`src/rtl/axi_slave_mem.sv`:
```
// AXI slave backed by a 16-word memory. It handles one transaction at a time.
// Supported bursts are INCR (index wraps mod 16) and FIXED. A WRAP or reserved
// burst, or an address above the 16-word window, is answered with SLVERR and
// never touches memory.
// Ports: s_axi_aclk / s_axi_aresetn (async, active-low), plus the AXI channels:
//   AW (valid/ready/addr/id/len/burst), W (valid/ready/data/strb/last),
//   B (valid/ready/resp/id), AR (valid/ready/addr/id/len/burst),
//   R (valid/ready/data/resp/id/last).
module axi_slave_mem #(
  parameter int data_width = 32
) (
  input  logic                    s_axi_aclk,
  input  logic                    s_axi_aresetn,
  input  logic                    s_axi_awvalid,
  output logic                    s_axi_awready,
  input  logic [31:0]             s_axi_awaddr,
  input  logic [3:0]              s_axi_awid,
  input  logic [7:0]              s_axi_awlen,
  input  logic [1:0]              s_axi_awburst,
  input  logic                    s_axi_wvalid,
  output logic                    s_axi_wready,
  input  logic [data_width-1:0]   s_axi_wdata,
  input  logic [data_width/8-1:0] s_axi_wstrb,
  input  logic                    s_axi_wlast,
  output logic                    s_axi_bvalid,
  input  logic                    s_axi_bready,
  output logic [1:0]              s_axi_bresp,
  output logic [3:0]              s_axi_bid,
  input  logic                    s_axi_arvalid,
  output logic                    s_axi_arready,
  input  logic [31:0]             s_axi_araddr,
  input  logic [3:0]              s_axi_arid,
  input  logic [7:0]              s_axi_arlen,
  input  logic [1:0]              s_axi_arburst,
  output logic                    s_axi_rvalid,
  input  logic                    s_axi_rready,
  output logic [data_width-1:0]   s_axi_rdata,
  output logic [1:0]              s_axi_rresp,
  output logic [3:0]              s_axi_rid,
  output logic                    s_axi_rlast
);
  localparam int SW = data_width / 8;
  localparam int OB = $clog2(SW);   // byte-offset bits below the word index

  typedef enum logic [1:0] {IDLE, WR_DATA, WR_RESP, RD_DATA} state_e;

  state_e                  state_q, state_d;
  logic                    rdy_q, rdy_d;        // address-channel ready, IDLE only
  logic                    wr_turn_q, wr_turn_d; // write wins the next tie
  logic [3:0]              idx_q, idx_d;
  logic [3:0]              id_q, id_d;
  logic [7:0]              len_q, len_d;
  logic [1:0]              burst_q, burst_d;
  logic                    err_q, err_d;        // range or burst error
  logic [8:0]              cnt_q, cnt_d;        // beats already transferred
  logic                    bvalid_q, bvalid_d;
  logic [1:0]              bresp_q, bresp_d;
  logic                    rvalid_q, rvalid_d;
  logic [data_width-1:0]   rdata_q, rdata_d;
  logic [1:0]              rresp_q, rresp_d;
  logic                    rlast_q, rlast_d;

  logic [data_width-1:0]   mem [16];

  logic       aw_hs, ar_hs, w_hs, b_hs, r_hs;
  logic [3:0] aw_idx, ar_idx, idx_nxt;
  logic       aw_err, ar_err;
  logic       unused_addr_lsb;

  assign unused_addr_lsb = ^{s_axi_awaddr[OB-1:0], s_axi_araddr[OB-1:0]};

  assign aw_idx  = s_axi_awaddr[OB+3:OB];
  assign ar_idx  = s_axi_araddr[OB+3:OB];
  assign aw_err  = (|s_axi_awaddr[31:OB+4]) | s_axi_awburst[1];
  assign ar_err  = (|s_axi_araddr[31:OB+4]) | s_axi_arburst[1];
  assign idx_nxt = (burst_q == 2'b01) ? idx_q + 4'd1 : idx_q;

  // The readies come from a register. When both valids are high, the side that
  // does not hold the turn is masked, so a tie can never complete two handshakes.
  assign s_axi_awready = rdy_q & ~(s_axi_arvalid & ~wr_turn_q);
  assign s_axi_arready = rdy_q & ~(s_axi_awvalid &  wr_turn_q);
  assign s_axi_wready  = (state_q == WR_DATA);
  assign s_axi_bvalid  = bvalid_q;
  assign s_axi_bresp   = bresp_q;
  assign s_axi_bid     = id_q;
  assign s_axi_rvalid  = rvalid_q;
  assign s_axi_rdata   = rdata_q;
  assign s_axi_rresp   = rresp_q;
  assign s_axi_rid     = id_q;
  assign s_axi_rlast   = rlast_q;

  assign aw_hs = (state_q == IDLE) & s_axi_awvalid & s_axi_awready;
  assign ar_hs = (state_q == IDLE) & s_axi_arvalid & s_axi_arready;
  assign w_hs  = (state_q == WR_DATA) & s_axi_wvalid;
  assign b_hs  = (state_q == WR_RESP) & bvalid_q & s_axi_bready;
  assign r_hs  = (state_q == RD_DATA) & rvalid_q & s_axi_rready;

  always_comb begin
    state_d   = state_q;
    wr_turn_d = wr_turn_q;
    idx_d     = idx_q;
    id_d      = id_q;
    len_d     = len_q;
    burst_d   = burst_q;
    err_d     = err_q;
    cnt_d     = cnt_q;
    bvalid_d  = bvalid_q;
    bresp_d   = bresp_q;
    rvalid_d  = rvalid_q;
    rdata_d   = rdata_q;
    rresp_d   = rresp_q;
    rlast_d   = rlast_q;
    case (state_q)
      IDLE: begin
        if (aw_hs) begin
          idx_d     = aw_idx;
          id_d      = s_axi_awid;
          len_d     = s_axi_awlen;
          burst_d   = s_axi_awburst;
          err_d     = aw_err;
          cnt_d     = '0;
          wr_turn_d = 1'b0;
          state_d   = WR_DATA;
        end else if (ar_hs) begin
          idx_d     = ar_idx;
          id_d      = s_axi_arid;
          len_d     = s_axi_arlen;
          burst_d   = s_axi_arburst;
          err_d     = ar_err;
          cnt_d     = '0;
          wr_turn_d = 1'b1;
          rvalid_d  = 1'b1;
          rdata_d   = ar_err ? '0 : mem[ar_idx];
          rresp_d   = ar_err ? 2'b10 : 2'b00;
          rlast_d   = (s_axi_arlen == 8'd0);
          state_d   = RD_DATA;
        end
      end
      WR_DATA: begin
        if (w_hs) begin
          idx_d = idx_nxt;
          // Saturate so that a runaway burst cannot wrap back to a matching count.
          cnt_d = (cnt_q == 9'h1FF) ? cnt_q : cnt_q + 9'd1;
          if (s_axi_wlast) begin
            bvalid_d = 1'b1;
            bresp_d  = (err_q || cnt_q != {1'b0, len_q}) ? 2'b10 : 2'b00;
            state_d  = WR_RESP;
          end
        end
      end
      WR_RESP: begin
        if (b_hs) begin
          bvalid_d = 1'b0;
          state_d  = IDLE;
        end
      end
      RD_DATA: begin
        if (r_hs) begin
          if (rlast_q) begin
            rvalid_d = 1'b0;
            rlast_d  = 1'b0;
            state_d  = IDLE;
          end else begin
            idx_d   = idx_nxt;
            cnt_d   = cnt_q + 9'd1;
            rdata_d = err_q ? '0 : mem[idx_nxt];
            rlast_d = (cnt_q[7:0] + 8'd1 == len_q);
          end
        end
      end
      default: state_d = IDLE;
    endcase
  end

  assign rdy_d = (state_d == IDLE);

  always_ff @(posedge s_axi_aclk or negedge s_axi_aresetn) begin
    if (!s_axi_aresetn) begin
      state_q   <= IDLE;
      rdy_q     <= 1'b0;
      wr_turn_q <= 1'b1;
      idx_q     <= '0;
      id_q      <= '0;
      len_q     <= '0;
      burst_q   <= '0;
      err_q     <= 1'b0;
      cnt_q     <= '0;
      bvalid_q  <= 1'b0;
      bresp_q   <= '0;
      rvalid_q  <= 1'b0;
      rdata_q   <= '0;
      rresp_q   <= '0;
      rlast_q   <= 1'b0;
    end else begin
      state_q   <= state_d;
      rdy_q     <= rdy_d;
      wr_turn_q <= wr_turn_d;
      idx_q     <= idx_d;
      id_q      <= id_d;
      len_q     <= len_d;
      burst_q   <= burst_d;
      err_q     <= err_d;
      cnt_q     <= cnt_d;
      bvalid_q  <= bvalid_d;
      bresp_q   <= bresp_d;
      rvalid_q  <= rvalid_d;
      rdata_q   <= rdata_d;
      rresp_q   <= rresp_d;
      rlast_q   <= rlast_d;
    end
  end

  // Memory contents survive reset.
  always_ff @(posedge s_axi_aclk) begin
    if (w_hs && !err_q) begin
      for (int b = 0; b < SW; b++) begin
        if (s_axi_wstrb[b]) mem[idx_q][8*b +: 8] <= s_axi_wdata[8*b +: 8];
      end
    end
  end
endmodule

```
`config.mk`:
```
export PLATFORM = sky130hd
export DESIGN_NAME = axi_slave_mem
export DESIGN_NICKNAME = d
export VERILOG_FILES = /design/src/rtl/axi_slave_mem.sv
export SDC_FILE = /design/constraint.sdc
export NUM_CORES = 1
export LEC_CHECK = 0
export CAP_MARGIN = 20
export CORE_MARGIN = 2
export CORE_UTILIZATION = 42
export CTS_CLUSTER_DIAMETER = 120
export CTS_CLUSTER_SIZE = 40
export DETAILED_ROUTE_END_ITERATION = 12
export PLACE_DENSITY_LB_ADDON = 0.15
export SETUP_SLACK_MARGIN = 0.3
export SLEW_MARGIN = 10
export SYNTH_ARGS = -nofsm -noshare
export SYNTH_HDL_FRONTEND = slang
export SYNTH_SLANG_ARGS = --single-unit
```
`constraint.sdc`:
```
create_clock -name s_axi_aclk -period 2.82 [get_ports s_axi_aclk]
set_clock_uncertainty 0.15 [all_clocks]
set_input_delay 0.423 -clock s_axi_aclk [delete_from_list [all_inputs] [get_ports s_axi_aclk]]
set_output_delay 0.423 -clock s_axi_aclk [all_outputs]
set_load 0.005 [all_outputs]
```
# ---- Word-level counts from Yosys, hierarchy flattened
# Memory sizes are Yosys's and may differ from the RTL's.
# Cells that the tools add are included.
dict set report totals {
  ram_bits 512
  romBits 0
  register_bits 71
  inputBits 136
  latch_bits 0
  mem_count 1
}
# memory depth width read_ports rd_clocked_by_memory_dff write_ports line
set mem_list {}
lappend mem_list {mem 16 32 2 0 1 63} ;# logic [data_width-1:0] mem [16];
dict set report classes {
  div_mod_pow 0
  shift 0
  add_sub_neg 3
  n_lt_le_gt_ge 0
  mul 0
  n_reduce_logical 21
  n_mux 66
  bitwise_logic 19
  n_eq_ne 17
}
# op n
set ops {}
lappend ops {{2-to-1 mux 32 bit} 6}
lappend ops {{case mux 32 bit (2 select lines)} 1}
lappend ops {{2-to-1 mux 9 bit} 6}
lappend ops {{OR reduction 26 bit} 2}
lappend ops {{2-to-1 mux 4 bit} 8}
lappend ops {{case mux 9 bit (3 select lines)} 1}
lappend ops {{2-to-1 mux 1 bit} 26}
lappend ops {{2-to-1 mux 2 bit} 11}
lappend ops {{2-to-1 mux 8 bit} 2}
lappend ops {{AND reduction 5 bit} 3}
lappend ops {{inequality test 2 bit (second input constant)} 7}
lappend ops {{bitwise AND 1 bit} 13}
lappend ops {{case mux 4 bit (3 select lines)} 1}
lappend ops {{adder 9 x 1 -> 9 bit (second input constant)} 1}
lappend ops {{equality test 9 bit (second input constant)} 1}
lappend ops {{inequality test 9 x 8 -> 1 bit} 1}
lappend ops {{adder 8 x 1 -> 8 bit (second input constant)} 1}
lappend ops {{equality test 8 bit} 1}
lappend ops {{zero test 8 bit} 1}
lappend ops {{case mux 2 bit (4 select lines)} 1}
lappend ops {{AND reduction 4 bit} 2}
lappend ops {{case mux 1 bit (2 select lines)} 3}
lappend ops {{AND reduction 3 bit} 2}
lappend ops {{AND reduction 6 bit} 1}
lappend ops {{other kinds (14)} 24}

# ---- Depth between registers and ports, before layout
# Gate-level depths: netlist of the first run.
dict set report depth {
  depth_word 8
  mapped_depth 13
  ltp_nobuf 10
}

# ---- Worst setup path before layout of the first run
# OpenSTA, ideal clock, no wires.
dict set report synth_path {
  kind {reg2reg}
  startpoint {reg idx_q[0]}
  endpoint {reg rdata_q[6] (netlist: s_axi_rdata[6])}
  path_stages_with_launch 13
  path_slack_ps -45
  t_arrival_ps 2588
  required_time_ps 2543
  n_path_buf 6
  cell_sequence {dfrtp_1 -> buf_4 -> inv_2 -> clkbuf_1 -> ha_1 -> buf_4 -> buf_6 -> buf_6 -> nor2_1 -> buf_2 -> a221oi_1 -> a211oi_1 -> o21ai_1}
}
dict set report synth_between {
  elab_chain_cells 7
}
# element line
set synth_lines {}
lappend synth_lines {{from (decl)} 50} ;# logic [3:0] idx_q, idx_d;
lappend synth_lines {{from (signal assigned)} 198} ;# idx_q <= idx_d;
lappend synth_lines {{adder 4 x 1 -> 4 bit} 76} ;# assign idx_nxt = (burst_q == 2'b01) ? idx_q + 4'd1 : idx_q;
lappend synth_lines {{2-to-1 mux 4 bit (*)} 76}
lappend synth_lines {{memory (16 x 32 bit) (*)} -}
lappend synth_lines {{2-to-1 mux 32 bit (*)} 166} ;# rdata_d = err_q ? '0 : mem[idx_nxt];
lappend synth_lines {{2-to-1 mux 32 bit (*)} 159} ;# if (rlast_q) begin
lappend synth_lines {{2-to-1 mux 32 bit (*)} 158} ;# if (r_hs) begin
lappend synth_lines {{case mux 32 bit (2 select lines) (*)} 113} ;# case (state_q)
lappend synth_lines {{to (signal assigned)} 207} ;# rdata_q <= rdata_d;
lappend synth_lines {{to (decl)} 59} ;# logic [data_width-1:0] rdata_q, rdata_d;
# Mark *: on every way between the ends. The rest lies on a longest branch, timed or not. The select of a mux whose other input is x is not followed.
# A chain may end at the register's enable or synchronous reset.

# ---- Final worst setup path of the first run
dict set report layout_path {
  startpoint {reg idx_q[1]}
  endpoint {reg rdata_q[19] (netlist: s_axi_rdata[19])}
}
# The elaborated chain is that of the path after synthesis.

==> qor.yml, run 1 <==
synthesis:
  postSynthCellCount: 2203
  ys_top_cells_by_area: "edfxtp_1 48%, mux4_2 16%, mux2i_1 11%"
  netlist_area_sq_um: 32300
  yosysSeqAreaShare_pct: 52.9
  yosysWarnings: 0
  synth_top_area_share_pct: 47.6
  yosysMostFrequentCell: "edfxtp_1"
  yosys-top-cells-count: "512 x edfxtp_1, 351 x mux2i_1, 225 x mux4_2"
  synth_flop_cell: "edfxtp_1"
  synth_edf_count: 512
  synthDistinctLibCells: 61
  synth.avg_cell_area_sq_um: 14.7
  synth_async_sr_flop_share_pct: 11.9
  synth-seq-cells: 581
  synth_area_leader_cell: "edfxtp_1"
clock_network:
  ctsLongestPathBuffers: 3
  cts_sinks: 581
  cts_made_buffers: 18
  tritoncts: "built"
  root_buffer: "clkbuf_16"
  clkTransAtPathRegs_ps: 150
  cts_max_level: 1
  clk_latency_ps: 600
final_layout:
  post-route-util_pct: 49.0
  fin_area_sq_um: 37300
  nets: 2558
  nFillCells: 6551
  drive_above_1_share_pct: 23.8
  instances_no_fill: 3459
  area_delta_synth_final_pct: 15.4
detailed_routing:
  routed_wirelength_mm: 98.9
  vias_per_cell: 6.33
  wire_per_inst_um: 28.6
  ant_nets: 0
  drt_iter0_markers: 1877
  drc: 0
  vias: 21900
  first_pass_iters: 7
place:
  gp_congestion: 0.840
  placedCellCount: 3389
  pre_cts_ws_ps: 111
  placed_cell_area_sq_um: 36100
  place_hpwl_mm: 64.1
  io_buffers: 179
worst_setup_path:
  worst-path-stages: 10
  critPathSlowestCell: "dfrtp_4"
  r2r_end: "s_axi_rdata[19]$_DFFE_PN0P_"
  crit_path_end_kind: "flip-flop"
  reg2reg_depth: 10
  worstPathArrival_ps: 2860
  crit_end: "s_axi_rdata[19]$_DFFE_PN0P_"
  critPathMaxFanout: 12
  start_kind: "flip-flop"
  crit_required_ps: 3180
  max_stage_delay_ps: 560
  r2r_slack_ps: 320
  critPathBufInv: 4
  crit_family: "multiplexers"
  crit_chain: "inv_4 -> ha_4 -> buf_12 -> buf_16 -> buf_12 -> mux2i_1 -> mux4_2 -> nor2_1 -> a211oi_1 -> o21ai_1"
  critPathLaunch: "idx_q[1]$_DFFE_PN0P_"
  worst_path_most_repeated_cell: "buf_12"
  critical_path_class: "flip-flop to flip-flop"
  r2r_start: "idx_q[1]$_DFFE_PN0P_"
floorplanning:
  fp.dieW_um: 281
  initial_core_util_pct: 42.5
  die_h_um: 281
  fp-row-count: 101
  coreArea_sq_um: 76100
  pin_count: 186
  die-area_sq_um: 79200
global_routing:
  grt_max_degree: 79
  grt_pass1_vias: 22600
  grt_pass1_wl_mm: 145
  antenna_found_initial: 1
  grt_use_total_pct: 24.5
  overflow: 0
sta:
  worstMarginPinSlew_ps: 767
  whs_ps: 213
  report.final.slew_viol_count: 0
  setup_tns_ps: 0
  setup_ws_ps: 321
  rsz0062_at_grt: "true"
  relSlewSlack_pct: 48.8
  fmax_mhz: 400
  hold_viol: 0
  period_needed_ps: 2500
  setup_viol: 0
  fin_crit_sh_pct: 88.6
pwr:
  p_per_area_nw_per_um2: 873
  clock_power_share_pct: 11.8
  switching_share_pct: 39.1
  cellLeakagePower_nw: 13.1
  pwr-share-comb_pct: 55.8
  pwr-share-seq_pct: 32.4
  p_int_mw: 19.8
  power_mw: 32.6
  ir_drop_v: 0.000590
  netSwitchingPower_mw: 12.7
run:
  maxCapViolations: 0
min_path:
  hold_class: "input pin to asynchronous set/reset pin"
outcome:
  status: "complete, no violations"
placed cells by master, fill, tap and decap left out, types with 33 or more instances in the layout:
master	n
edfxtp_1	512
mux2i_1	350
mux4_2	225
clkdlybuf4s50_1	172
buf_4	143
nand2_1	104
nor2_1	104
a22oi_1	84
a21oi_1	70
dfrtp_1	65
mux2_2	63
a211oi_1	61
nor2b_1	38
buf_12	36
o22ai_1	34
a311o_1	33
per-layer routing:
layer  up-vias  GRT usage [%]  wire length [um]
li1       9395              -                 -
met1     11500           32.7             40300
met2       873           42.1             49100
met3       164           3.13              6720
met4         0           7.05              2840
met5         -              0                 0
flip-flops by register name (all words and copies together), names as in the netlist:
register / flops
mem: 512
s_axi_rdata: 32
cnt_q: 9
len_q: 8
idx_q: 4
s_axi_bid: 4
burst_q: 2
state_q: 2
err_q: 1
rdy_q: 1
s_axi_bresp: 1
s_axi_bvalid: 1
s_axi_rlast: 1
s_axi_rresp: 1
s_axi_rvalid: 1
wr_turn_q: 1
kinds of logic after synthesis:
family | Yosys count | share of synthesized area (%)
xor+xnor | 15 | 0.407
fa+ha+maj | 6 | 0.232
buf+inv | 215 | 3.73
other cells | 1 | 0.0116
flops | 581 | 52.9
mux | 639 | 28.8
compound gates | 419 | 9.37
simple gates | 327 | 4.56
power by group through the flow:
stage / Clock (mW) / Combinational (mW) / Sequential, mW
after floorplan: 0 / 11.3 / 10.4
after global placement: 0 / 16.3 / 10.7
after detailed placement: 0 / 16.6 / 10.7
after CTS: 3.92 / 17.2 / 10.6
after global routing: 4.18 / 19.2 / 10.6
final: 3.84 / 18.2 / 10.6
timing repair:
action	CTS	global route
resized for setup	20	41
setup endpoints to repair	34	522
gates cloned	2	4
pin swaps	5	10
hold endpoints to repair	24	0
buffers inserted	15	15
hold buffers	1	0
layout make-up:
cell class	count	area, sq um	area share (%)
diodes	1	2.50	0.00671
clock buffers	28	509	1.37
clock inverters	4	27.5	0.0738
inverters	22	92.6	0.248
multi-input cells	1410	14300	38.2
flip-flops and latches	581	17100	45.9
well taps	1030	1290	3.46
repair buffers	383	4000	10.7
worst min-delay path by stage:
stage                     slack [ps]                           to
final                            210   s_axi_rdata[1]$_DFFE_PN0P_
after global routing             220   s_axi_rdata[1]$_DFFE_PN0P_
after CTS                        210  s_axi_rdata[29]$_DFFE_PN0P_
after detailed placement         280  s_axi_rdata[26]$_DFFE_PN0P_
after global placement           280  s_axi_rdata[26]$_DFFE_PN0P_
after floorplan                  -20       burst_q[0]$_DFFE_PN0P_
Power figures use the tool's default switching activity.
==> run 2, diff against run 1 <==
Settings changed: DONT_BUFFER_PORTS from default to 1.
Clock period 2.82 ns to 3 ns, I/O delays scaled along.
==> run 2 against run 1 <==
Worst setup slack improved by 27 ps. Global-route usage up 0.41 points. Fmax shrank 5.8%. Clock power rose by 9.1%. Power is 9.9% lower. Design area down 4.5%. Sequential share of layout area up 2.1 points. Critical path depth fell by 2. Critical path type unchanged. Largest cell class unchanged.
==> qor.yml, run 2 (synthesis results as in run 1) <==
final_layout:
  instances_no_fill: 3294  # was 3459
  final_cell_mix: "512 x edfxtp_1, 351 x mux2i_1, 225 x mux4_2"  # was 512 x edfxtp_1, 350 x mux2i_1, 225 x mux4_2
  final_common_cell: "edfxtp_1"  # unchanged
  nets: 2389  # was 2558
  top_register: "mem"  # unchanged
  drive_above_1_share_pct: 21.5  # was 23.8%
  area_delta_synth_final_pct: 10.3  # was 15.4%
  largest_reg_flops: 512  # unchanged
sta:
  worstMarginPinSlew_ps: 1210  # was 767 ps
  rsz0062_at_grt: "true"  # unchanged
  fin_crit_sh_pct: 88.4  # was 88.6%
  report.final.slew_viol_count: 0  # unchanged
  fmax_mhz: 377  # was 400 MHz
  setup_ws_ps: 348  # was 321 ps
  setup_viol: 0  # unchanged
  relSlewSlack_pct: 19.2  # was 48.8%
  period_needed_ps: 2650  # was 2500 ps
  setup_tns_ps: 0  # unchanged
  hold_viol: 0  # unchanged
floorplanning:
  coreArea_sq_um: 76100  # unchanged
  initial_core_util_pct: 42.5  # unchanged
  die_h_um: 281  # unchanged
  pin_count: 186  # unchanged
  die-area_sq_um: 79200  # unchanged
  fp-row-count: 101  # unchanged
  fp.dieW_um: 281  # unchanged
run:
  maxCapViolations: 0  # unchanged
detailed_routing:
  first_pass_iters: 6  # was 7
  routed_wirelength_mm: 101  # was 98.9 mm
  drt_iter0_markers: 2108  # was 1877
  drc: 0  # unchanged
  wire_per_inst_um: 30.6  # was 28.6 um
  ant_nets: 0  # unchanged
  vias: 21400  # was 21900
  vias_per_cell: 6.50  # was 6.33
global_routing:
  grt_pass1_vias: 22000  # was 22600
  overflow: 0  # unchanged
  grt_pass1_wl_mm: 145  # about the same
  grt_max_degree: 130  # was 79
  grt_use_total_pct: 24.9  # was 24.5%
  antenna_found_initial: 5  # was 1
clock_network:
  ctsLongestPathBuffers: 3  # unchanged
  cts_made_buffers: 21  # was 18
  tritoncts: "built"  # unchanged
  root_buffer: "clkbuf_16"  # unchanged
  cts_max_level: 1  # unchanged
  cts_sinks: 581  # unchanged
  clk_latency_ps: 610  # was 600 ps
  clkTransAtPathRegs_ps: 140  # was 150 ps
outcome:
  status: "complete, no violations"  # unchanged
worst_setup_path:
  worst_path_most_repeated_cell: "buf_4"  # was buf_12
  crit_chain: "buf_4 -> buf_4 -> nand4_1 -> xor2_4 -> buf_12 -> nor2_1 -> a221oi_1 -> a21oi_1"  # was inv_4 -> ha_4 -> buf_12 -> buf_16 -> buf_12 -> mux2i_1 -> mux4_2 -> nor2_1 -> a211oi_1 -> o21ai_1
  crit_required_ps: 3340  # was 3180 ps
  start_kind: "flip-flop"  # unchanged
  r2r_start: "idx_q[1]$_DFFE_PN0P_"  # unchanged
  max_stage_delay_ps: 490  # was 560 ps
  critPathLaunch: "idx_q[1]$_DFFE_PN0P_"  # unchanged
  critPathSlowestCell: "buf_4"  # was dfrtp_4
  worstPathArrival_ps: 2990  # was 2860 ps
  critPathMaxFanout: 33  # was 12
  critical_path_class: "flip-flop to flip-flop"  # unchanged
  crit_path_end_kind: "flip-flop"  # unchanged
pwr:
  p_per_area_nw_per_um2: 823  # was 873 nW/um^2
  clock_power_share_pct: 14.3  # was 11.8%
  cellLeakagePower_nw: 12.4  # was 13.1 nW
  pwr-share-comb_pct: 51.8  # was 55.8%
  switching_share_pct: 40.1  # was 39.1%
  netSwitchingPower_mw: 11.8  # was 12.7 mW
  pwr-share-seq_pct: 33.9  # was 32.4%
  p_int_mw: 17.6  # was 19.8 mW
  ir_drop_v: 0.000712  # was 0.000590 V
place:
  io_buffers: 0  # was 179
  place_hpwl_mm: 58.3  # was 64.1 mm
  pre_cts_ws_ps: 122  # was 111 ps
  placedCellCount: 3159  # was 3389
  gp_congestion: 0.820  # was 0.840
min_path:
  min_from: "s_axi_awaddr[4]"
  hold_class: "input pin to flip-flop"  # was input pin to asynchronous set/reset pin
[run 2: cell count changes in the layout (fill, tap and decap cells not counted), moves of 3 or more]
cell             previous run  this run
nor2_1                    104       109
buf_8                       4         0
a21oi_1                    70        77
buf_12                     36        19
dlygate4sd3_1               1        83
a21oi_2                     7         0
nor2_4                     10         7
buf_6                      16         9
clkinv_16                   0         4
nor2_2                      4         0
clkbuf_1                    9         5
clkdlybuf4s50_1           172         0
buf_4                     143        95
[run 2: per-layer routing]
layer	up-vias	track usage, %	part of all wire [%]
met1	11400	33.8	42
li1	9058	-	-
met2	780	41.5	48
met5	-	0	0.024
met3	176	4.00	7.0
met4	4	7.36	3.1
[run 2: power by group through the flow]
stage / clock network, mW / logic (mW) / registers (mW)
6_report: 4.19 / 15.2 / 9.95
5_1_grt: 4.53 / 16.1 / 10.0
4_1_cts: 4.28 / 14.8 / 9.97
3_5_place_dp: 0 / 14.1 / 10.1
3_3_place_gp: 0 / 13.7 / 10.1
2_1_floorplan: 0 / 10.6 / 9.80
[run 2: critical path, delay by kind of cell (launching register included)]
kind	cells	cell delay [ps]
buf+inv	3	970
flops	1	430
xor+xnor	1	220
simple gates	2	360
compound gates	2	370
[run 2: layout make-up]
cell class                 count  area (sq um)
sequential                   581         17100
inverter                      22          82.6
multi-input combinational   1408         14200
tap                         1030          1290
clock inverter                10           191
timing repair buffer         213          2220
fill                        6678         40400
clock buffer                  27           569
antenna                        3          7.51
[run 2: final timing paths]
kind	endpoint	slack, ps	cells after the start
min	idx_q[2]$_DFFE_PN0P_	30	3
max	idx_q[3]$_DFFE_PN0P_	350	8
max in group asynchronous	idx_q[0]$_DFFE_PN0P_	2060	2
max reg2reg	idx_q[3]$_DFFE_PN0P_	350	8
min reg2reg	wr_turn_q$_DFFE_PN1P_	380	2
min in group asynchronous	s_axi_rdata[27]$_DFFE_PN0P_	260	2
[run 2: metrics by stage]
step / cell area [sq um] / hold WS (ps) / total power, mW / util [%]
2_1_floorplan: 32300 / 4.41 / 20.4 / -
4_1_cts: 35500 / -25.3 / 29.1 / 46.7
3_3_place_gp: 33700 / 8.14 / 23.8 / 44.3
5_1_grt: 35600 / 18.5 / 30.7 / 46.8
6_report: 35600 / 27.7 / 29.3 / 46.8
3_5_place_dp: 33700 / 7.88 / 24.2 / 44.4
[run 2: timing repair]
action / CTS / global route
setup endpoints to repair: 35 / 74
pin swaps: 1 / 1
endpoints found under the hold margin: 628 / 1
buffers inserted: 7 / 0
gates resized for setup: 5 / 14
cloned: 1 / 2
hold buffers: 84 / 1
==> run 3, diff against run 2 <==
Settings changed: ABC_CLOCK_PERIOD_IN_PS from default to 3000, RECOVER_POWER from default to 100.
==> run 3 against run 2 <==
Hold slack got worse by 8.3 ps. Register-to-register slack lost 140 ps. Design area down 0.11%.
==> qor.yml, run 3 (synthesis results as in run 1) <==
sta:
  fmax_mhz: 359  # was 377 MHz
  setup_viol: 0  # unchanged
  relSlewSlack_pct: 21.6  # was 19.2%
  worstMarginPinSlew_ps: 1170  # was 1210 ps
  setup_ws_ps: 211  # was 348 ps
  hold_viol: 0  # unchanged
  setup_tns_ps: 0  # unchanged
  period_needed_ps: 2790  # was 2650 ps
  report.final.slew_viol_count: 0  # unchanged
  rsz0062_at_grt: "true"  # unchanged
  fin_crit_sh_pct: 93.0  # was 88.4%
final_layout:
  post-route-util_pct: 46.8  # about the same
  drive_above_1_share_pct: 21.3  # was 21.5%
  nets: 2389  # unchanged
  fin_area_sq_um: 35600  # about the same
  final_common_cell: "edfxtp_1"  # unchanged
  area_delta_synth_final_pct: 10.2  # was 10.3%
  final_cell_mix: "512 x edfxtp_1, 351 x mux2i_1, 225 x mux4_2"  # unchanged
  largest_reg_flops: 512  # unchanged
  top_register: "mem"  # unchanged
min_path:
  hold_class: "input pin to flip-flop"  # unchanged
  worst_hold_path.num_cells: 3  # unchanged
  hold_end: "s_axi_rresp[1]$_DFFE_PN0P_"  # was idx_q[2]$_DFFE_PN0P_
  min_from: "s_axi_arvalid"  # was s_axi_awaddr[4]
floorplanning:
  coreArea_sq_um: 76100  # unchanged
  fp-row-count: 101  # unchanged
  fp.dieW_um: 281  # unchanged
  die_h_um: 281  # unchanged
  initial_core_util_pct: 42.5  # unchanged
  die-area_sq_um: 79200  # unchanged
  pin_count: 186  # unchanged
worst_setup_path:
  crit_required_ps: 3110  # was 3340 ps
  critical_path_class: "flip-flop to flip-flop"  # unchanged
  critPathMaxFanout: 16  # was 33
  r2r_end: "mem[4][27]$_DFFE_PP_"  # was idx_q[3]$_DFFE_PN0P_
  crit_path_end_kind: "flip-flop"  # unchanged
  r2r_slack_ps: 210  # was 350 ps
  reg2reg_depth: 5  # was 8
  r2r_start: "state_q[1]$_DFF_PN0_"  # was idx_q[1]$_DFFE_PN0P_
  start_kind: "flip-flop"  # unchanged
  worstPathArrival_ps: 2900  # was 2990 ps
global_routing:
  grt_pass1_vias: 22000  # unchanged
  overflow: 0  # unchanged
  grt_max_degree: 130  # unchanged
  antenna_found_initial: 6  # was 5
  grt_use_total_pct: 24.9  # unchanged
  grt_pass1_wl_mm: 145  # unchanged
detailed_routing:
  first_pass_iters: 6  # unchanged
  wire_per_inst_um: 30.5  # was 30.6 um
  ant_nets: 0  # unchanged
  vias: 21400  # about the same
  vias_per_cell: 6.49  # was 6.50
  drc: 0  # unchanged
  drt_iter0_markers: 2044  # was 2108
  routed_wirelength_mm: 101  # about the same
clock_network:
  tritoncts: "built"  # unchanged
  cts_sinks: 581  # unchanged
  clkTransAtPathRegs_ps: 160  # was 140 ps
  ctsLongestPathBuffers: 3  # unchanged
  cts_made_buffers: 21  # unchanged
  clk_latency_ps: 620  # was 610 ps
  cts_max_level: 1  # unchanged
  root_buffer: "clkbuf_16"  # unchanged
place:
  gp_congestion: 0.820  # unchanged
  pre_cts_ws_ps: 122  # unchanged
  placed_cell_area_sq_um: 33700  # unchanged
  io_buffers: 0  # unchanged
  place_hpwl_mm: 58.3  # unchanged
outcome:
  status: "complete, no violations"  # unchanged
pwr:
  power_mw: 29.3  # about the same
  p_per_area_nw_per_um2: 823  # about the same
  cellLeakagePower_nw: 12.3  # was 12.4 nW
  ir_drop_v: 0.000711  # was 0.000712 V
run:
  maxCapViolations: 0  # unchanged
## run 3: cell types whose count changed in the layout (fill, tap and decap cells not counted)
cell      previous run  this run
dfstp_1              0         1
diode_2              3         5
dfstp_2              1         0
clkbuf_2             0        13
buf_4               95        82
nand2_2              3         2
nand2_1            105       107
nand2_4              1         0
## run 3: worst max path at each step
stage / slack [ps] / start / endpoint / cells after the start
final: 210 / state_q[1]$_DFF_PN0_ / mem[4][27]$_DFFE_PP_ / 5
after global routing: 110 / state_q[1]$_DFF_PN0_ / cnt_q[7]$_DFFE_PN0P_ / 6
after CTS: 280 / idx_q[0]$_DFFE_PN0P_ / idx_q[3]$_DFFE_PN0P_ / 8
after detailed placement: 120 / idx_q[1]$_DFFE_PN0P_ / s_axi_rdata[3]$_DFFE_PN0P_ / 9
after global placement: 150 / idx_q[1]$_DFFE_PN0P_ / s_axi_rdata[30]$_DFFE_PN0P_ / 7
after floorplan: 300 / idx_q[0]$_DFFE_PN0P_ / s_axi_rdata[6]$_DFFE_PN0P_ / 12
## run 3: layout make-up
cell class	count	area, sq um
Antenna cell	5	12.5
Clock buffer	27	569
Clock inverter	10	191
Fill cell	6684	40500
Inverter	22	82.6
Multi-Input combinational cell	1408	14200
Sequential cell	581	17100
Tap cell	1030	1290
Timing Repair Buffer	213	2190
## run 3: power breakdown
part	leakage, nW	total, mW	internal [mW]	switching [mW]
combinational	6.51	15.2	6.77	8.40
clock	0.357	4.19	1.49	2.70
sequential	5.48	9.95	9.30	0.655
total	12.3	29.3	17.6	11.8
## run 3: what timing repair did
action                                  in CTS  in global routing
hold buffers                                84                  1
pin swaps                                    1                  1
endpoints found under the setup margin      35                 74
gates resized for setup                      5                 14
cloned                                       1                  2
endpoints found under the hold margin      628                  1
buffers inserted                             7                  0
## run 3: worst max-delay path: stages (launching register included)
cell      delay [ps]
dfrtp_1          550
nor3_1           270
and2_1           420
nand2_1          410
nor2_1           190
clkbuf_2         420
## run 3: routing by layer
layer	global-route usage, %	part of all wire [%]
met5	0	0.028
met4	7.36	3.2
met3	4.00	7.5
met2	41.5	48
met1	33.8	41
## run 3: metrics by stage
step / instances / hold slack (ps)
2_1_floorplan: 2204 / 4.41
3_3_place_gp: 3155 / 8.14
3_5_place_dp: 3159 / 7.88
4_1_cts: 3288 / -25.3
5_1_grt: 3292 / 18.5
6_report: 3296 / 19.5
